### src/rtl/vx_operands_queue_pkg.sv
// Operand record layout shared by the operand queue and its channel FIFOs.
// Purely declarative: no latency, no flow control.
// Record width is taken from data_t so a layout change resizes the queue.
package vx_operands_queue_pkg;

  typedef struct packed {
    logic [7:0]  uuid;
    logic [1:0]  wis;
    logic [3:0]  tmask;
    logic [15:0] pc;
    logic [1:0]  ex_type;
    logic [3:0]  op_type;
    logic [3:0]  rd;
    logic [7:0]  rs1_data;
    logic [7:0]  rs2_data;
    logic [7:0]  rs3_data;
  } data_t;

  localparam int OPQ_DATAW = $bits(data_t);

  function automatic int wrap_inc(input int v, input int n);
    return (v + 1 >= n) ? 0 : v + 1;
  endfunction

endpackage

### src/rtl/vx_operands_chfifo.sv
// Per-channel operand FIFO: register storage, pointers, count and flush.
// Latency: a pushed record is at head_data from the next cycle.
// Backpressure: the caller gates push/pop; flush empties the channel in one edge.
module vx_operands_chfifo #(
  parameter int DEPTH = 4,
  parameter int DATAW = 64,
  parameter int CNT_W = $clog2(DEPTH + 1)
) (
  input  logic             clk,
  input  logic             reset_n,
  input  logic             push,
  input  logic [DATAW-1:0] push_data,
  input  logic             pop,
  input  logic             flush,
  output logic [DATAW-1:0] head_data,
  output logic [CNT_W-1:0] count
);

  localparam int PTR_W = $clog2(DEPTH);

  logic [DATAW-1:0] mem [DEPTH];
  logic [PTR_W-1:0] wr_ptr;
  logic [PTR_W-1:0] rd_ptr;

  always_ff @(posedge clk) begin
    if (push) begin
      mem[wr_ptr] <= push_data;
    end
  end

  // Flush resynchronises the read pointer to the write pointer rather than
  // zeroing both, so stale storage is never observed as valid.
  always_ff @(posedge clk or negedge reset_n) begin
    if (!reset_n) begin
      wr_ptr <= '0;
      rd_ptr <= '0;
      count  <= '0;
    end else if (flush) begin
      rd_ptr <= wr_ptr;
      count  <= '0;
    end else begin
      if (push) begin
        wr_ptr <= wr_ptr + PTR_W'(1);
      end
      if (pop) begin
        rd_ptr <= rd_ptr + PTR_W'(1);
      end
      case ({push, pop})
        2'b10:   count <= count + CNT_W'(1);
        2'b01:   count <= count - CNT_W'(1);
        default: count <= count;
      endcase
    end
  end

  assign head_data = mem[rd_ptr];

  a_no_push_full: assert property (@(posedge clk) disable iff (!reset_n)
    push |-> (count < CNT_W'(DEPTH)) && !flush);
  a_no_pop_empty: assert property (@(posedge clk) disable iff (!reset_n)
    pop |-> (count != '0) && !flush);
  a_count_bound: assert property (@(posedge clk) disable iff (!reset_n)
    count <= CNT_W'(DEPTH));

endmodule

### src/rtl/vx_operands_queue.sv
// Multi-channel operand buffer: per-channel FIFOs drained by a round-robin arbiter.
// Latency: a record pushed at edge t is presented at out_data from cycle t+1.
// Backpressure: a stalled grant is locked until it fires or its channel is flushed.
module vx_operands_queue
  import vx_operands_queue_pkg::*;
#(
  parameter int NUM_CH = 4,
  parameter int DEPTH  = 4,
  parameter int DATAW  = OPQ_DATAW,
  parameter int CH_W   = (NUM_CH > 1) ? $clog2(NUM_CH) : 1,
  parameter int CNT_W  = $clog2(DEPTH + 1)
) (
  input  logic                    clk,
  input  logic                    reset_n,
  input  logic [NUM_CH-1:0]       in_valid,
  input  logic [NUM_CH*DATAW-1:0] in_data,
  output logic [NUM_CH-1:0]       in_ready,
  input  logic [NUM_CH-1:0]       flush,
  output logic                    out_valid,
  output logic [DATAW-1:0]        out_data,
  output logic [CH_W-1:0]         out_ch,
  input  logic                    out_ready,
  output logic [NUM_CH*CNT_W-1:0] occupancy
);

  logic [DATAW-1:0] head_data [NUM_CH];
  logic [CNT_W-1:0] count     [NUM_CH];
  logic [NUM_CH-1:0] push;
  logic [NUM_CH-1:0] pop;
  logic [NUM_CH-1:0] req;

  logic [CH_W-1:0] rr_ptr;
  logic            lock_vld;
  logic [CH_W-1:0] lock_ch;
  logic            lock_hold;
  logic            pick_vld;
  logic [CH_W-1:0] pick_ch;
  logic            grant_vld;
  logic [CH_W-1:0] grant_ch;
  logic            fire;

  for (genvar c = 0; c < NUM_CH; c++) begin : g_ch
    // A full channel stays not-ready even while being popped: no pass-through.
    assign in_ready[c] = (count[c] < CNT_W'(DEPTH)) && !flush[c];
    assign push[c]     = in_valid[c] && in_ready[c];
    assign pop[c]      = fire && (grant_ch == CH_W'(c));
    assign req[c]      = (count[c] != '0) && !flush[c];
    assign occupancy[c*CNT_W +: CNT_W] = count[c];

    vx_operands_chfifo #(
      .DEPTH (DEPTH),
      .DATAW (DATAW),
      .CNT_W (CNT_W)
    ) u_chfifo (
      .clk       (clk),
      .reset_n   (reset_n),
      .push      (push[c]),
      .push_data (in_data[c*DATAW +: DATAW]),
      .pop       (pop[c]),
      .flush     (flush[c]),
      .head_data (head_data[c]),
      .count     (count[c])
    );
  end

  always_comb begin
    int idx;
    idx      = 0;
    pick_vld = 1'b0;
    pick_ch  = '0;
    for (int i = 0; i < NUM_CH; i++) begin
      idx = int'(rr_ptr) + i;
      if (idx >= NUM_CH) begin
        idx = idx - NUM_CH;
      end
      if (!pick_vld && req[idx]) begin
        pick_vld = 1'b1;
        pick_ch  = CH_W'(idx);
      end
    end
  end

  // The locked channel cannot drain except by its own pop or a flush,
  // so holding it only needs the flush check.
  assign lock_hold = lock_vld && !flush[lock_ch];
  assign grant_vld = lock_hold || pick_vld;
  assign grant_ch  = lock_hold ? lock_ch : pick_ch;
  assign fire      = grant_vld && out_ready;

  assign out_valid = grant_vld;
  assign out_ch    = grant_ch;
  assign out_data  = head_data[grant_ch];

  always_ff @(posedge clk or negedge reset_n) begin
    if (!reset_n) begin
      rr_ptr   <= '0;
      lock_vld <= 1'b0;
      lock_ch  <= '0;
    end else begin
      if (fire) begin
        rr_ptr   <= CH_W'(wrap_inc(int'(grant_ch), NUM_CH));
        lock_vld <= 1'b0;
      end else if (grant_vld) begin
        lock_vld <= 1'b1;
        lock_ch  <= grant_ch;
      end else begin
        lock_vld <= 1'b0;
      end
    end
  end

  a_stable_grant: assert property (@(posedge clk) disable iff (!reset_n)
    (out_valid && !out_ready && !flush[out_ch]) |=>
      (flush[$past(out_ch)] || (out_ch == $past(out_ch) && out_data == $past(out_data))));

endmodule
### config.mk
export PLATFORM = sky130hd
export DESIGN_NAME = vx_operands_queue
export DESIGN_NICKNAME = d
export VERILOG_FILES = /design/src/rtl/vx_operands_queue_pkg.sv /design/src/rtl/vx_operands_chfifo.sv /design/src/rtl/vx_operands_queue.sv
export SDC_FILE = /design/constraint.sdc
export NUM_CORES = 1
export LEC_CHECK = 0
export ABC_AREA = 1
export CORE_MARGIN = 3
export CORE_UTILIZATION = 63
export DETAILED_ROUTE_END_ITERATION = 6
export PLACE_DENSITY = 0.85
export SLEW_MARGIN = 20
export SYNTH_ARGS = -nofsm -noshare
export SYNTH_HDL_FRONTEND = slang
export SYNTH_SLANG_ARGS = --single-unit
### constraint.sdc
create_clock -name clk -period 6 [get_ports clk]
set_clock_uncertainty 0.15 [all_clocks]
set_input_delay 0.9 -clock clk [delete_from_list [all_inputs] [get_ports clk]]
set_output_delay 0.9 -clock clk [all_outputs]
set_load 0.01 [all_outputs]
* Word level (Yosys, flattened, before mapping)
Memories as Yosys holds them, arrays and structs flattened.
Index checks and enable logic that the tools add are counted.
** Storage, ports and cells
- Register bits after elaboration :: 33
- Latch bits :: 0
- RAM bits :: 1024
- ROM bits :: 0
- Input bits :: 267
- Output and inout port bits :: 83
- Word-level logic and storage cells :: 180
- Memories :: 4
** Cells by class
- Add/subtract/negate cells :: 24
- Multiply operators :: 0
- Divide/modulo/power cells :: 0
- Order comparisons :: 15
- Equal/unequal tests :: 11
- Shifts and indexed selects :: 0
- Mux-type cells :: 57
- Bitwise gates (word level) :: 6
- Reduce and logical (&&, ||, !) cells :: 48
** Memory list
- g_ch[0].u_chfifo.mem :: depth 4, bits a word 64, read ports 1, clocked after Yosys merged registers in 0, write ports 1, RTL line vx_operands_chfifo.sv:21 : logic [DATAW-1:0] mem [DEPTH];
- g_ch[1].u_chfifo.mem :: depth 4, bits a word 64, read ports 1, clocked after Yosys merged registers in 0, write ports 1, RTL line vx_operands_chfifo.sv:21
- g_ch[2].u_chfifo.mem :: depth 4, bits a word 64, read ports 1, clocked after Yosys merged registers in 0, write ports 1, RTL line vx_operands_chfifo.sv:21
- g_ch[3].u_chfifo.mem :: depth 4, bits a word 64, read ports 1, clocked after Yosys merged registers in 0, write ports 1, RTL line vx_operands_chfifo.sv:21
** Operators with widths (number)
- binary-select mux 64 bit (select 2 bit) :: 1
- < comparator 32 x 4 -> 1 bit (second input constant) :: 4
- two-way mux 32 bit :: 4
- two-way mux 64 bit :: 2
- two-way mux 2 bit :: 14
- one-hot mux 3 bit (2 select lines) :: 4
- nonzero test 3 bit :: 8
- two-way mux 1 bit :: 23
- logical AND 1 bit :: 21
- adder 2 x 1 -> 2 bit (second input constant) :: 8
- >= comparator 3 bit (second input constant) :: 5
- adder 3 x 1 -> 3 bit (second input constant) :: 4
- == test 2 bit (second input constant) :: 6
- < comparator 3 bit (second input constant) :: 4
- two-way mux 3 bit :: 4
- subtractor 3 x 1 -> 3 bit (second input constant) :: 4
- subtractor 3 x 3 -> 4 bit (second input constant) :: 3
- binary-select mux 1 bit (select 2 bit) :: 5
- == test 2 x 1 -> 1 bit (second input constant) :: 5
- AND reduction 2 bit :: 5
- zero test 1 bit :: 8
- nonzero test 2 bit :: 4
- adder 2 x 1 -> 3 bit (second input constant) :: 2
- adder 2 x 2 -> 3 bit (second input constant) :: 2
- 7 further kinds :: 11

* Longest topological paths before layout
Gate-level depths: netlist of the first run.
- Depth after elaboration :: 21
- Depth in mapped cells :: 23
- Mapped depth without buffers :: 21

* Hierarchy
Synthesis of the first run repeated with hierarchy kept, for this count alone.
** Second synthesis, totals
- Cells, all modules :: 3593
- Area, all modules :: 44282.5 um^2
** Modules (own cells, without submodules)
- vx_operands_chfifo (g_ch[0].u_chfifo ...) :: instances 3, cells each 678, area an instance 10102.2 um^2, sequential area each 7862.5 um^2
- vx_operands_chfifo (g_ch[1].u_chfifo) :: instances 1, cells each 681, area an instance 9928.3 um^2, sequential area each 7862.5 um^2
- vx_operands_queue :: instances 1, cells each 878, area an instance 4047.6 um^2, sequential area each 125.1 um^2

* Worst setup path after synthesis of the first run
Ideal clock, no wire load.
- Path kind :: input to register
- Start point :: input port flush[2]
- End point :: memory g_ch[2].u_chfifo.mem[0][0] (enable)
- Library setup time :: 487 ps
- Data arrival time :: 4021 ps
- Required time :: 5363 ps
- Path slack :: 1342 ps
- Stages on the path :: 3
- Path buffers :: 0
- Path through :: nor2_1 -> nand2_1 -> nor2_1
** Between the ends
- Longest elaborated chain between the ends :: 5
** RTL lines
- start: declaration :: RTL line vx_operands_queue.sv:18 : input logic [NUM_CH-1:0] flush,
- zero test 1 bit :: RTL line vx_operands_queue.sv:44 : assign in_ready[c] = (count[c] < CNT_W'(DEPTH)) && !flush[c];
- logical AND 1 bit :: RTL line vx_operands_queue.sv:44
- logical AND 1 bit :: RTL line vx_operands_queue.sv:45 : assign push[c] = in_valid[c] && in_ready[c];
- two-way mux 1 bit :: RTL line vx_operands_chfifo.sv:26 : if (push) begin
- two-way mux 1 bit (implied by the code) :: RTL line vx_operands_chfifo.sv:27 : mem[wr_ptr] <= push_data;
- end: declaration :: RTL line vx_operands_chfifo.sv:21
No other way between the ends.

* Worst setup path after layout of the first run
- Start point :: input port flush[0]
- End point :: output port out_data[6]
** Between the ends
- Longest elaborated chain between the ends :: 20
- Elaborated cells on any way between the ends :: 36
- Classes of those cells :: 25 x mux; 1 x bitwise; 10 x reduce/logical
** RTL lines
- zero test 1 bit :: RTL line vx_operands_queue.sv:47 : assign req[c] = (count[c] != '0) && !flush[c];
- logical AND 1 bit :: RTL line vx_operands_queue.sv:47
- binary-select mux 1 bit (select 2 bit) :: RTL line vx_operands_queue.sv:76 : if (!pick_vld && req[idx]) begin
- two-way mux 1 bit (implied by the code) (2 in series) :: RTL line vx_operands_queue.sv:76
- two-way mux 1 bit :: RTL line vx_operands_queue.sv:76
- zero test 1 bit :: RTL line vx_operands_queue.sv:76
- logical AND 1 bit :: RTL line vx_operands_queue.sv:76
- two-way mux 1 bit :: RTL line vx_operands_queue.sv:76
- [2 not listed]
- two-way mux 1 bit :: RTL line vx_operands_queue.sv:76
- zero test 1 bit :: RTL line vx_operands_queue.sv:76
- logical AND 1 bit :: RTL line vx_operands_queue.sv:76
- two-way mux 2 bit :: RTL line vx_operands_queue.sv:76
- two-way mux 2 bit (*) :: RTL line vx_operands_queue.sv:87 : assign grant_ch = lock_hold ? lock_ch : pick_ch;
- NOT 2 -> 3 bit (implied by the code) (*) :: RTL line vx_operands_queue.sv:92 : assign out_data = head_data[grant_ch];
- binary-select mux 64 bit (select 2 bit) (*) :: RTL line vx_operands_queue.sv:92
- two-way mux 64 bit (implied by the code) (*) (2 in series) :: RTL line vx_operands_queue.sv:92
- end: declaration :: RTL line vx_operands_queue.sv:20 : output logic [DATAW-1:0] out_data,
Every way passes the cells marked *; elsewhere a longest branch is shown, timed or not. The select of a mux whose other input is x is not followed.

==> results of run 1 <==
cell type report:
type,instances,area (sq um)
flip-flops and latches,1057,31600
fillers,4012,16800
multi-input cells,2031,10300
repair buffers,403,4010
clock buffers,118,2610
well taps,873,1090
clock inverters,68,656
inverters,69,272
diodes,30,75.1
placed cells by master, fill, tap and decap left out, types with 2 or more instances in the layout:
cell,instances
sky130_fd_sc_hd__ha_1,20
sky130_fd_sc_hd__o21a_1,3
sky130_fd_sc_hd__clkinv_1,25
sky130_fd_sc_hd__clkinv_2,20
sky130_fd_sc_hd__o21ai_2,20
sky130_fd_sc_hd__nor2_1,142
sky130_fd_sc_hd__buf_12,9
sky130_fd_sc_hd__inv_2,8
sky130_fd_sc_hd__xor2_1,4
sky130_fd_sc_hd__inv_1,55
sky130_fd_sc_hd__inv_6,4
sky130_fd_sc_hd__a32o_1,128
sky130_fd_sc_hd__dfrtp_1,27
sky130_fd_sc_hd__o22ai_1,64
sky130_fd_sc_hd__edfxtp_1,1024
sky130_fd_sc_hd__o21ai_0,187
sky130_fd_sc_hd__dfrtp_2,2
sky130_fd_sc_hd__clkdlybuf4s50_1,349
sky130_fd_sc_hd__clkbuf_16,102
sky130_fd_sc_hd__nand2_1,856
sky130_fd_sc_hd__buf_4,45
sky130_fd_sc_hd__inv_4,4
sky130_fd_sc_hd__bufinv_16,12
sky130_fd_sc_hd__clkbuf_1,16
sky130_fd_sc_hd__o211ai_1,6
sky130_fd_sc_hd__nand3_1,225
sky130_fd_sc_hd__nand4_1,11
sky130_fd_sc_hd__nor2_4,17
sky130_fd_sc_hd__diode_2,30
sky130_fd_sc_hd__fa_1,4
sky130_fd_sc_hd__a21oi_1,265
sky130_fd_sc_hd__clkinvlp_4,8
sky130_fd_sc_hd__nand2_2,4
sky130_fd_sc_hd__o21ai_1,5
sky130_fd_sc_hd__nand3b_1,64
sky130_fd_sc_hd__dfrtp_4,4
Yosys cell counts, types with 2 or more instances:
cell                       count  area [sq um]
sky130_fd_sc_hd__buf_2        32           160
sky130_fd_sc_hd__o211ai_1      6          45.0
sky130_fd_sc_hd__nand2_1     858          3220
sky130_fd_sc_hd__buf_1        14          52.6
sky130_fd_sc_hd__buf_12        3          60.1
sky130_fd_sc_hd__dfrtp_1      33           826
sky130_fd_sc_hd__o22ai_1      64           400
sky130_fd_sc_hd__o21ai_2      20           175
sky130_fd_sc_hd__clkinv_1      3          11.3
sky130_fd_sc_hd__nand4_1      11          68.8
sky130_fd_sc_hd__nor2_1      158           593
sky130_fd_sc_hd__o21ai_1       5          25.0
sky130_fd_sc_hd__inv_2         8          30.0
sky130_fd_sc_hd__clkbuf_1    164           616
sky130_fd_sc_hd__buf_4         2          15.0
sky130_fd_sc_hd__buf_6         9           101
sky130_fd_sc_hd__xor2_1        4          35.0
sky130_fd_sc_hd__nand3b_1     64           480
sky130_fd_sc_hd__fa_1          4          80.1
sky130_fd_sc_hd__a21oi_1     265          1330
sky130_fd_sc_hd__inv_1        58           218
sky130_fd_sc_hd__o21a_1        3          22.5
sky130_fd_sc_hd__o21ai_0     187           936
sky130_fd_sc_hd__a32o_1      128          1280
sky130_fd_sc_hd__nand3_1     225          1130
sky130_fd_sc_hd__nand2_2       3          18.8
sky130_fd_sc_hd__ha_1         20           250
sky130_fd_sc_hd__edfxtp_1   1024         30700
kinds of logic (layout without fill, tap and decap cells):
kind of cell / after synthesis / in the layout / synth area share (%)
xor+xnor: 6 / 6 / 0.140
compound gates: 679 / 679 / 9.82
other cells: 0 / 30 / 0
flops: 1057 / 1057 / 73.4
buf+inv: 293 / 658 / 2.94
fa+ha+maj: 24 / 24 / 0.768
simple gates: 1322 / 1322 / 12.9
power groups by stage:
stage | combinational, mW | sequential, mW | clock (mW)
finish | 14.1 | 9.48 | 6.31
floorplan | 7.84 | 9.42 | 0
global placement | 13.5 | 9.58 | 0
detailed placement | 13.8 | 9.61 | 0
global route | 14.8 | 9.54 | 6.62
CTS | 13.9 | 9.46 | 6.35
through the flow:
stage | power, mW | util, % | worst slack, ps
3_3_place_gp | 23.1 | 70.1 | 761
2_1_floorplan | 17.3 | - | 1340
6_report | 29.9 | 75.1 | 596
4_1_cts | 29.7 | 75.0 | 672
3_5_place_dp | 23.4 | 70.1 | 700
5_1_grt | 31.0 | 75.0 | 460
how the worst max path moves through the flow:
stage | startpoint | slack [ps] | cells after the start | to
after detailed placement | flush[0] | 700 | 16 | out_data[1]
after CTS | flush[0] | 670 | 16 | out_data[6]
after floorplan | flush[2] | 1340 | 3 | g_ch[2].u_chfifo.mem[0][0]
final | flush[0] | 600 | 16 | out_data[6]
after global placement | flush[0] | 760 | 16 | out_data[1]
after global routing | flush[3] | 460 | 16 | out_data[6]
layer usage:
metal	part of all wire (%)	wire length [um]	track usage, %
met1	33	39300	39.1
met2	50	60300	55.2
met3	9.7	11700	6.74
met4	7.4	8920	22.4
met5	0.050	60	0
critical path: cells and delay by family:
family / cells / cell delay [ps]
buf+inv: 4 / 1730
simple gates: 11 / 1500
compound gates: 1 / 190
flip-flops by register name, indices dropped and copies added (netlist names):
| register | cells |
|---|---|
| g_ch.u_chfifo.count | 12 |
| g_ch.u_chfifo.mem | 1024 |
| g_ch.u_chfifo.rd_ptr | 8 |
| g_ch.u_chfifo.wr_ptr | 8 |
| lock_ch | 2 |
| lock_vld | 1 |
| rr_ptr | 2 |
==> results.txt, run 1 <==
The final worst-path cycle share is 90.1%. The iteration-0 DRC count of the detailed router came out at 3777. The critical path goes through clkdlybuf4s50_1 > inv_2 > nand3_1 > nand3_1 > nand2_1 > nand2_2 > nor2_4 > nand2_1 > nand2_1 > nand3_4 > nand2_8 > buf_4 > o21ai_0 > nand3_1 > nand2_1 > clkdlybuf4s50_1. The number of pins with negative max-slew slack in the final report was 0. The number of global-route vias before repair was 27.9k. The remaining routing DRC violations is 0. The critical path required time is around 5000 ps. The maximum root-to-sink buffer count came out at 3. The area growth from synthesis to layout is 17.7%. The clock edge transition at the registers on the reported setup and hold paths came out at approximately 70 ps. For the worst-skew pair, the clock arrives at the later sink with an insertion delay of ~650 ps. In this run the critical register-to-register path is launched from g_ch[0].u_chfifo.count[2]. The setup-violating endpoint count in the final report is 0.

Counting every net in the synthesized netlist gives between 3k and 4k. The worst max-slew margin expressed relative to the limit is 27.1%. Counting flops with a built-in enable in the synthesized netlist gives 1024. The initial core utilization is between 60% and 70%. The total wirelength of the detailed-routed design is 120000 um. The worst hold path begins at lock_ch[1]. In this design, the stage delay of the slowest critical-path cell is 640 ps.

The tree is rooted in a sky130_fd_sc_hd__clkbuf_16. The core region is 67400 sq um. The quantity of gates resized following cts is 0. Net switching is approximately 41% of the power. Registers are responsible for 31.7% of the overall power.

The reported leakage power came out at roughly 18 nW. STA classifies the critical path endpoint as a primary output. The distinct cell type count after synthesis came out at 34.

The width of the die came out at between 200 and 300 um. The number of cell rows came out at 95. The total congestion overflow came out at 0. The global-route wire length before repair came out at about 170000 um.

Across all register-to-register paths, the minimum setup slack is 2290 ps. The routed length per placed instance came out at 25.9 um. The number of hold buffers added after CTS came out at 0. The number of antenna violations at the first check in global routing came to 28.

For hold timing, the worst endpoint is lock_ch[1]. The full die area came out at 71400 sq um. The internal power of the cells totals 17.5 mW. The critical path in this run is classified as input pin to primary output.

The number of optimization iterations in the first detailed-route pass came out at 6. The placed instances occupy a cell area of 47300 sq um. In this run the worst hold path is classified as register to register. The H-tree generated during clock tree synthesis spans 3 levels. The share of async-settable or async-resettable flops after synthesis came out at about 3.1%. The post-route netlist has ~7.0% of its cells at a drive strength greater than 1. In this run, placement finished with an instance count of 4433.

The power density over cell area is 591 nW/um^2. Setup repair after global routing left no endpoint under its margin. The clock network accounts for between 20% and 30% of the total power.

The switching power is 12.4 mW. The maximum operating frequency is 0.185 GHz. The clock drives 1057 sinks.

TritonCTS built the clock tree. The finished layout cell area came out at 50600 sq um. The number of cells on the worst reg-to-reg path came out at 20. The run finished with clean final reports. The net count reported at finish is ~4k. The mean number of vias per cell came out at 6.34.

By instance count, the cell type seen most on the critical path is sky130_fd_sc_hd__nand2_1. In this run, CTS created clock tree buffers numbering about 100. Counting every instance in the synthesized netlist gives 3381. The final-layout worst hold slack came out at 368 ps. The pin count of the biggest net entering global routing is 129. The post-CTS setup repair buffer count came out at 0. The maximum vdd ir drop came out at 0.000898 V. The worst-path maximum fanout is 59. The yosys synthesis warning count came out at 0. For the finished layout, the period the worst path requires is roughly 5400 ps. The final hold violation count was 0. Along the worst hold path, the cell count comes to 2. Sequential elements use 73.4% of the synthesized area.

The via count of the routed design came out at 29.5k. For this design, the slowest cell found on the critical path is sky130_fd_sc_hd__clkdlybuf4s50_1. In this run the remaining antenna-violating nets after routing total 0.

The final instance count without filler cells came out at 4649. The number of max-capacitance violations reported came out at 0. The final-layout setup total negative slack is 0 ps. The post-synth design cell area came out at 43000 sq um. The placer's final routability congestion estimate came out at 1.02. The arrival time of data at the critical path endpoint is 4350 ps. The part of the total power dissipated in combinational logic is approximately 47%.

The number of top-level pins came out at 350. The startpoint kind of the worst setup timing path is an input pin. The flip-flop cell with the highest count after synthesis is sky130_fd_sc_hd__edfxtp_1. The number of synthesized register bits came out at 1057. Measured along the y axis, the die boundary spans roughly 270 um. The endpoint identified for the worst register-to-register timing path is g_ch[0].u_chfifo.count[2]. The number of buffers inserted by port buffering is around 350. Global routing consumed, over all layers together, 33.1% of the routing resources. In this run the mean area of a mapped cell was between 10 and 15 sq um. The half-perimeter wire length after detailed placement came out at 74800 um. The pin slew with the least headroom to its limit came out at 1090 ps.
Note: power is estimated with default switching activity, not from simulation.
==> run 2: changes to the inputs <==
Settings changed: CORE_UTILIZATION 63 to 58, PLACE_DENSITY 0.85 to 0.8.
Clock period 6 ns to 5 ns, I/O delays scaled along.
==> results.txt, run 2 (synthesis gave the netlist of run 1 again) <==
The placement-stage worst setup slack came out at around 260 ps. The all-layer global routing usage is a little under a third. The global-route met1 utilization came out at 37.9%. The count of nets left with antenna violations once routing finished came out at 0. The first detailed-routing pass ran for 6 iterations.

The area overhead of the layout relative to synthesis is 18.6%. Leaving out fill and tap cells, the most frequent cells in the layout are 1024 x sky130_fd_sc_hd__edfxtp_1, 856 x sky130_fd_sc_hd__nand2_1, 349 x sky130_fd_sc_hd__clkdlybuf4s50_1. The number of filler instances in the final layout is just under 5k.

The remaining routing DRC violations came out at 0. The power density over cell area came out at just over 700 nW/um^2. The maximum operating frequency is 0.206 GHz. After layout, the worst path uses 96.9% of the clock period. At the worst endpoint, the arrival time is 3940 ps. The clock buffer count from CTS is 103. The startpoint kind of the worst setup timing path is an input pin. The final hold violation count is 0. The placer's final routability congestion estimate came out at 0.966. The pin slew with the least headroom to its limit is 1070 ps. The most common library cell in the layout ignoring fill and taps is sky130_fd_sc_hd__edfxtp_1. The initial core utilization is just under 60%. Setup repair after global routing could not meet its margin everywhere.

The post-CTS setup repair buffer count came out at 0. The number of pins with negative max-slew slack in the final report is 0. The number of cell rows came out at 99. The die outline height came out at 278 um. The routed design has about 120000 um of wire. The root buffer cell is sky130_fd_sc_hd__clkbuf_16.

The share of final-layout standard cells stronger than drive strength 1 came out at 7.37%. Power comes to 35.9 mW. The mean number of vias per cell is 6.12. TritonCTS built the clock tree. The via count of the routed design is 29.0k. The global-route wire length before repair is approximately 180000 um. The worst-path maximum fanout came out at 85. The reported leakage power came out at 17.8 nW.

STA puts the critical path data required time at 4100 ps. The worst max-slew margin expressed relative to the limit is ~28%. The total congestion overflow is 0. The net count reported at finish is ~4k. The worst-case setup margin in the final layout came out at about 160 ps. The final critical path time including I/O delays and setup is 4840 ps. For met2 alone, demand over resource in global routing was 52.1%. The flow ran to the end, and the final reports show no timing, DRC or antenna violations. Counting flops per register, the top entry is g_ch.u_chfifo.mem. The kind of capture point of the worst setup path is a primary output. The number of antenna violations at the first check in global routing came out at 19. The full die area came out at 77400 sq um.

The maximum vdd ir drop came out at between 0.001 and 0.0015 V. The half-perimeter wire length after detailed placement came out at 76300 um. The number of top-level pins came out at 350. met2 is the most crowded layer. The setup-violating endpoint count in the final report is 0. Entering global routing, the biggest net connects 130 pins.

The flip-flop count of the largest register, all copies and words added is 1024. The largest registers in the layout are g_ch.u_chfifo.mem (1024), g_ch.u_chfifo.count (12). After clock tree synthesis, the clock-pin slew on the worst setup and hold paths is 60 ps. The source-to-sink clock delay at the later pin of the worst-skew pair came out at 670 ps. The number of max-capacitance violations reported is 0. In the final routed layout, each cell accounts on average for 25.3 um.

The critical path is of the input pin to primary output type. The iteration-0 DRC count of the detailed router is 3630. The path class of the tightest hold or removal check is register to register. The number of global-route vias before repair came out at between 20k and 30k.

In this run the tool buffered the top-level ports with roughly 350 buffer cells. The maximum root-to-sink buffer count is 3. The maximum level of the CTS H-tree is 3. The width of the die is 278 um.

The global routing met3 resource utilization came out at around 4.9%. The count of clock tree sinks came out at about 1.1k. The core region is 73200 sq um.
==> run 2: per-stage QoR <==
stage	instance area, sq um	util, %	hold WS, ps	setup TNS [ps]	cells
2_1_floorplan	43000	-	303	0	3381
3_3_place_gp	47800	65.3	322	0	4542
3_5_place_dp	47800	65.3	327	0	4542
4_1_cts	50900	69.6	342	0	4731
5_1_grt	51000	69.6	390	-31.2	4741
6_report	51000	69.6	341	0	4746
==> run 2: worst max-delay path, stage by stage <==
cell	delay, ps
sky130_fd_sc_hd__clkdlybuf4s50_1	540
sky130_fd_sc_hd__inv_2	130
sky130_fd_sc_hd__nand3_1	150
sky130_fd_sc_hd__nand3_1	80
sky130_fd_sc_hd__nand2_1	150
sky130_fd_sc_hd__nand2_2	80
sky130_fd_sc_hd__nor2_4	110
sky130_fd_sc_hd__nand2_1	70
sky130_fd_sc_hd__nand2_1	100
sky130_fd_sc_hd__nand3_4	200
sky130_fd_sc_hd__buf_12	290
sky130_fd_sc_hd__nand3b_1	170
sky130_fd_sc_hd__nand3_1	240
sky130_fd_sc_hd__nand2_1	200
sky130_fd_sc_hd__clkdlybuf4s50_1	570
==> run 2: repair_timing <==
item / CTS / global route
endpoints found under the setup margin: 0 / 2
hold buffers: 0 / 0
gates resized for setup: 0 / 2
==> run 2: path summary, 6_finish.rpt <==
kind	start	to	slack, ps	cells past startpoint
setup / recovery	flush[1]	out_data[21]	160	15
hold / removal	lock_ch[1]	lock_ch[1]	340	2
setup reg to reg	rr_ptr[0]	g_ch[1].u_chfifo.count[2]	1030	20
hold reg to reg	lock_ch[1]	lock_ch[1]	340	2
max in group asynchronous	reset_n	g_ch[2].u_chfifo.rd_ptr[0]	3910	2
min in group asynchronous	reset_n	g_ch[1].u_chfifo.wr_ptr[1]	360	2
==> run 2: report_power, final <==
| part | leakage [nW] | internal [mW] | total (mW) | switching (mW) |
|---|---|---|---|---|
| registers | 9.70 | 10.8 | 11.2 | 0.386 |
| logic | 6.57 | 6.22 | 17.4 | 11.2 |
| clock network | 1.52 | 4.07 | 7.30 | 3.24 |
| total | 17.8 | 21.1 | 35.9 | 14.8 |
==> run 2: routing by layer <==
layer	vias up	wire length, um
met5	-	108
met4	14	6540
met3	286	10400
met2	1649	60300
met1	14100	42900
li1	13000	-
==> run 2: layout make-up <==
class	count	area, sq um	area share [%]
well taps	959	1200	2.35
inverters	69	272	0.533
clock inverters	50	400	0.785
diodes	14	35.0	0.0687
flip-flops and latches	1057	31600	62.0
multi-input cells	2032	10300	20.2
repair buffers	426	4430	8.69
clock buffers	139	2740	5.38
